===== config.mk =====
export PLATFORM = sky130hd
export DESIGN_NAME = ysyx_25030085_core_seq
export DESIGN_NICKNAME = d
export VERILOG_FILES = /design/src/rtl/ysyx_25030085_core_seq.sv
export SDC_FILE = /design/constraint.sdc
export NUM_CORES = 1
export LEC_CHECK = 0
export CORE_MARGIN = 5
export CORE_UTILIZATION = 45
export DETAILED_ROUTE_END_ITERATION = 12
export PLACE_DENSITY = 0.82
export SYNTH_ARGS = -nofsm -noshare
export SYNTH_HDL_FRONTEND = slang
export SYNTH_SLANG_ARGS = --single-unit

===== constraint.sdc =====
create_clock -name clk -period 6.6 [get_ports clk]
set_input_delay 1.32 -clock clk [delete_from_list [all_inputs] [get_ports clk]]
set_output_delay 1.32 -clock clk [all_outputs]
set_load 0.01 [all_outputs]

===== src/rtl/ysyx_25030085_core_seq.sv =====
// Multi-cycle fetch/decode/execute/mem/writeback sequencer for the NPC core.
// Define YSYX_25030085_SEQ_TIMEOUT_EN to enable the handshake timeout and the ERR state.
module ysyx_25030085_core_seq #(
  parameter logic [31:0] RESET_PC = 32'h8000_0000,
  parameter int unsigned TIMEOUT  = 255
) (
  input  logic        clk,
  input  logic        rst_n,
  output logic        ifu_req,
  output logic [31:0] ifu_addr,
  input  logic        ifu_ack,
  input  logic [31:0] ifu_rdata,
  output logic [31:0] inst,
  input  logic        is_mem,
  input  logic        is_store,
  input  logic        rf_we_dec,
  output logic        lsu_req,
  input  logic        lsu_ack,
  input  logic [31:0] next_pc,
  output logic        rf_we,
  output logic [31:0] pc,
  input  logic [31:0] halt_ret,
  output logic        halt,
  output logic [31:0] halt_code,
  output logic        err,
  output logic [63:0] instret
);

  if (TIMEOUT == 0 || TIMEOUT > 1023) begin : g_bad_timeout
    $error("TIMEOUT must lie in 1..1023");
  end

  localparam logic [31:0] Ebreak = 32'h0010_0073;

  typedef enum logic [2:0] {
    StBoot, StFetch, StDecode, StExec, StMem, StWb, StHalt, StErr
  } state_e;

  state_e      state_q, state_d;
  logic [31:0] pc_q, pc_d;
  logic [31:0] inst_q, inst_d;
  logic [31:0] halt_code_q, halt_code_d;
  logic [63:0] instret_q, instret_d;
  logic        timeout;

`ifdef YSYX_25030085_SEQ_TIMEOUT_EN
  localparam logic [9:0] TimeoutCnt = 10'(TIMEOUT);
  logic [9:0] wait_q, wait_d;
  logic       ack;

  assign ack     = (state_q == StFetch && ifu_ack) || (state_q == StMem && lsu_ack);
  assign timeout = (wait_q == TimeoutCnt) && !ack;

  // Staying in a handshake state means no ack arrived; any transition restarts the count.
  always_comb begin
    wait_d = '0;
    if (state_d == state_q && (state_q == StFetch || state_q == StMem)) begin
      wait_d = wait_q + 10'd1;
    end
  end

  always_ff @(posedge clk or negedge rst_n) begin
    if (!rst_n) wait_q <= '0;
    else        wait_q <= wait_d;
  end
`else
  assign timeout = 1'b0;
`endif

  always_ff @(posedge clk or negedge rst_n) begin
    if (!rst_n) begin
      state_q     <= StBoot;
      pc_q        <= RESET_PC;
      inst_q      <= '0;
      halt_code_q <= '0;
      instret_q   <= '0;
    end else begin
      state_q     <= state_d;
      pc_q        <= pc_d;
      inst_q      <= inst_d;
      halt_code_q <= halt_code_d;
      instret_q   <= instret_d;
    end
  end

  always_comb begin
    state_d = state_q;
    unique case (state_q)
      StBoot:   state_d = StFetch;
      StFetch: begin
        if (ifu_ack)      state_d = StDecode;
        else if (timeout) state_d = StErr;
      end
      StDecode: state_d = (inst_q == Ebreak) ? StHalt : StExec;
      StExec:   state_d = is_mem ? StMem : StWb;
      StMem: begin
        if (lsu_ack)      state_d = StWb;
        else if (timeout) state_d = StErr;
      end
      StWb:     state_d = StFetch;
      default:  state_d = state_q;
    endcase
  end

  always_comb begin
    pc_d        = pc_q;
    inst_d      = inst_q;
    halt_code_d = halt_code_q;
    instret_d   = instret_q;
    unique case (state_q)
      StFetch: if (ifu_ack) inst_d = ifu_rdata;
      StDecode: begin
        if (inst_q == Ebreak) begin
          halt_code_d = halt_ret;
          instret_d   = instret_q + 64'd1;
        end
      end
      StWb: begin
        pc_d      = next_pc;
        instret_d = instret_q + 64'd1;
      end
      default: ;
    endcase
  end

  always_comb begin
    ifu_req = (state_q == StFetch);
    lsu_req = (state_q == StMem);
    halt    = (state_q == StHalt);
    rf_we   = (state_q == StWb) && rf_we_dec && !is_store;
  end

`ifdef YSYX_25030085_SEQ_TIMEOUT_EN
  assign err = (state_q == StErr);
`else
  assign err = 1'b0;
`endif

  assign ifu_addr  = pc_q;
  assign pc        = pc_q;
  assign inst      = inst_q;
  assign halt_code = halt_code_q;
  assign instret   = instret_q;

endmodule


; ---- Word-level counts from Yosys, hierarchy flattened
; Index checks and enable logic that the tools add are counted.
[word_totals]
elab_cells = 34
in_bits = 103
out_inout_bits = 197
register_bits = 163
[classes]
n_addsub = 1
n_mux = 7
n_reduce_logical = 11
eq_ne = 10
[ops]
columns = cell, n
row1 = 64-bit one-hot mux with 2 select lines, 1
row2 = 64-bit by 1-bit adder with 64-bit output (second input constant), 1
row3 = 64-bit two-way mux, 1
row4 = 32-bit by 21-bit == test with 1-bit output (second input constant), 1
row5 = 3-bit one-hot mux with 5 select lines, 1
row6 = 3-bit == test (second input constant), 3
row7 = 3-bit two-way mux, 3
row8 = 3-bit by 2-bit == test with 1-bit output (second input constant), 2
row9 = 2-bit AND reduction, 3
row10 = 5-bit nonzero test, 1
row11 = 2-bit by 1-bit != test with 1-bit output (second input constant), 2
row12 = 3-bit by 1-bit == test with 1-bit output (second input constant), 1
row13 = 3-bit logical NOT, 1
row14 = 3-bit AND reduction, 1
row15 = 1-bit logical AND, 2
row16 = 2-bit != test (second input constant), 1
row17 = 2-bit nonzero test, 1
row18 = 2-bit OR reduction, 1
row19 = 1-bit logical NOT, 1
row20 = 1-bit two-way mux, 1

; ---- Depth between registers and ports, before layout
[logic_depth]
ltp_word = 4
depth_mapped = 8
ltp_nobuf = 6

; ---- Worst setup path after synthesis
; Ideal clock, no wire load.
[synth_timing]
path_kind = input port to output port
from = input port is_store
to = output port rf_we
path_buffers = 0
stages = 1
t_arrival_ps = 1641
required_time_ps = 5280
path_slack_ps = 3639
path_cell_list = nor3b_1
[synth_between]
elab_chain_cells = 2
[synth_lines]
columns = item, line_no
row1 = "start, declared", 15  ; input logic is_store,
row2 = 1-bit logical NOT, 130  ; rf_we = (state_q == StWb) && rf_we_dec && !is_store;
row3 = 1-bit logical AND, 130
row4 = "end, declared", 20  ; output logic rf_we,
; Every way passes these cells.

; ---- Worst setup path in the final report
[layout_timing]
from = input port rf_we_dec
to = output port rf_we
[layout_between]
elab_chain_cells = 2
[layout_lines]
columns = item, line_no
row1 = "start, declared", 16  ; input logic rf_we_dec,
row2 = 1-bit logical AND (2 in series), 130
; Every way passes these cells.

==> results_dict.tcl <==
set metrics [dict create \
    outcome "completed" \
    synth.yosys.seq_area_share_pct 52.9 \
    crit_top_cell "clkdlybuf4s50_1" \
    synth_top_flop_cell "dfrtp_1" \
    worst_setup_path_end_kind "output pin" \
    ctsHoldBuffers 0 \
    hp-class "reg -> reg" \
    cts_tree "done" \
    cp.required_ns 5.28 \
    setup_viol 0 \
    post_cts_buffers 0 \
    yosysTopAreaCell "dfrtp_1" \
    path_clk_slew_ns 0.06 \
    netlist.area_leader.share_pct 52.5 \
    hpwl_um 15800 \
    dieArea_um2 19900 \
    chipHeight_um 141 \
    vias_per_cell 5.35 \
    fin_crit_sh_pct 58.6 \
    crit_path_cell_trace "clkdlybuf4s50_1 -> nor3b_1 -> clkdlybuf4s50_1" \
    first_global_vias 6310 \
    die_w_um 141 \
    avgSynthCellArea_um2 13.2 \
    cp_num_buf_inv 2 \
    start_kind "input pin" \
    p_total_uw 3920 \
    syn_area_um2 7720 \
    core_area_um2 16700 \
    cts_sinks 163 \
    start_util_pct 46.2 \
    slew_headroom_pct 28.0 \
    antenna_found_initial 0 \
    cts_made_buffers 17 \
    io_pins 300 \
    synth-async-reset-ratio_pct 100 \
    worstPathArrival_ns 2.55 \
    gp_congestion 0.820 \
    fp-row-count 47 \
    static-leakage-power_uw 0.00460 \
    postCtsResizedCells 0 \
    synth.net_count 689 \
    power.density_nw_per_um2 349 \
    postSynthCellCount 585 \
    ys_ff_latch 163 \
    max_freq_ghz 0.259 \
    rsz0062_at_grt "no" \
    grt_pass1_wl_um 34700 \
    yosys-top-cells-area "dfrtp_1 53%, mux2_2 14%, xor2_1 6.0%" \
    critPathTopFamily "buffers and inverters" \
    wire_per_inst_um 19.9 \
    synth_cell_types 44 \
    tightest_slew_ns 1.08 \
    hold_viol_final 0 \
    fin_skew_ns 0.00924 \
    h-tree-depth 4 \
    max-cap-violations 0 \
    ant_nets 0 \
    path_max_fanout 1 \
    dr.pass1.iters 4 \
    insertion_delay_ns 0.41 \
    dr_total_vias 5777 \
    critPathMaxStageDelay_ns 0.59 \
    max-vdd-ir-drop_uv 244 \
    fin_nets 950 \
    diodes 0 \
    worstSetupPathType "in -> out" \
    cpMaxStageDelayCell "clkdlybuf4s50_1" \
    first_iter_violations 359 \
    grtUsageTotal_pct 21.9 \
    clockBufferDepth 2 \
    layout-drive-gt1-share_pct 20.7 \
    grt_max_degree 106 \
    synth_edf_count 0 \
    areaGrowthSynthToFinish_pct 45.6 \
    tns_ns 0 \
    yosysWarnings 0 \
    drc_errors 0 \
    grt-ovfl-total 0 \
    port_buffers 298 \
    wl_um 21400 \
    root_buffer "clkbuf_16" \
    final-max-slew-violation-count 0 \
    min_period_ns 3.87 \
]
==> where the power goes <==
part	switching (uW)	internal [uW]
clock network	382	626
logic	579	877
registers	209	1240
==> cell type report <==
cell class / count / area [um2]
Timing Repair Buffer: 302 / 3010
Tap cell: 220 / 275
Sequential cell: 163 / 4080
Clock inverter: 8 / 125
Multi-Input combinational cell: 352 / 3220
Inverter: 10 / 37.5
Fill cell: 1199 / 5470
Clock buffer: 24 / 482
==> synthesized netlist by cell type (all sizes together), types with 8 or more instances <==
master	count
nor2	15
clkbuf	9
nand2	24
xnor2	10
a2111oi	28
dfrtp	162
nand4	25
mux2	97
a211oi	25
a21oi	8
inv	10
nand3	23
xor2	53
buf	51
==> registers in the layout (all words and copies together) (netlist names) <==
name and flops:
state_q 3, halt_code 32, ifu_addr 32, inst 32, instret 64
==> final timing paths <==
kind	from	to	slack, ns	depth (start not counted)
max in group asynchronous	rst_n	instret[19]	4.19	2
worst max register to register	inst[12]	instret[39]	3.40	6
worst min register to register	instret[63]	instret[63]	0.47	1
worst min-delay path	instret[63]	instret[63]	0.47	1
worst max-delay path	rf_we_dec	rf_we	2.73	3
min in group asynchronous	rst_n	instret[56]	1.04	1
==> placed cells by master (no fill, tap or decap), types with 2 or more instances in the layout <==
master           netlist  final
clkbuf_16              0     17
nor2_1                15     15
a21boi_0               2      2
inv_1                 10     10
mux2_2                97     97
a2111oi_2             22     22
nand4_1               23     23
clkdlybuf4s50_1        0    297
and3_1                 2      2
nand2_1               24     24
and2_1                 2      2
nor4b_2                3      3
nor3_1                 5      5
a21oi_1                8      8
xor2_1                53     53
a211oi_1              17     17
a21o_1                 2      2
clkbuf_1               9      4
nand3_1               23     22
bufinv_16              0      3
dfrtp_1              162    162
or4_1                  4      4
clkbuf_8               0      3
clkinv_4               0      2
a2111oi_4              6      6
nor4_1                 5      5
nand4_2                2      2
clkinv_2               0      2
nand2b_1               4      4
xnor2_1               10     10
buf_4                 34      4
a211oi_2               8      8
==> routing by layer <==
metal,up-vias,track usage (%),wire length [um]
li1,2628,-,-
met1,2871,26.3,8310
met2,248,37.9,11100
met3,30,6.23,1610
met4,0,7.50,428
met5,-,0,0
==> metrics by stage <==
stage	hold slack, ns	instance area [um2]	setup WS (ns)	cells	utilization [%]
floorplan	0.504	7720	3.64	585	-
global placement	0.462	10600	2.74	1047	63.6
detailed placement	0.468	10600	2.72	1047	63.6
CTS	0.477	11200	2.71	1079	67.3
global route	0.517	11200	2.67	1079	67.3
finish	0.473	11200	2.73	1079	67.3
==> worst register-to-register path, delay by kind of cell (launching register included) <==
family                    cells  cell delay, ns
AOI/OAI and AO/OA             1            0.51
xor gates and xnor gates      1            0.18
and+or+nand+nor               3            1.55
DFF                           1            0.40
buffers and inverters         1            0.48
==> cell families after synthesis <==
family	Yosys count	synth area share, %
other	1	0.0486
AO/OA/AOI/OAI	67	10.5
AND/OR/NAND/NOR	122	9.36
multiplexers	98	14.3
buffers and inverters	70	5.66
XOR/XNOR	63	7.15
flip-flops	163	52.9
adder cells (fa/ha/maj)	1	0.162
Note: power is estimated with default switching activity, not from simulation.
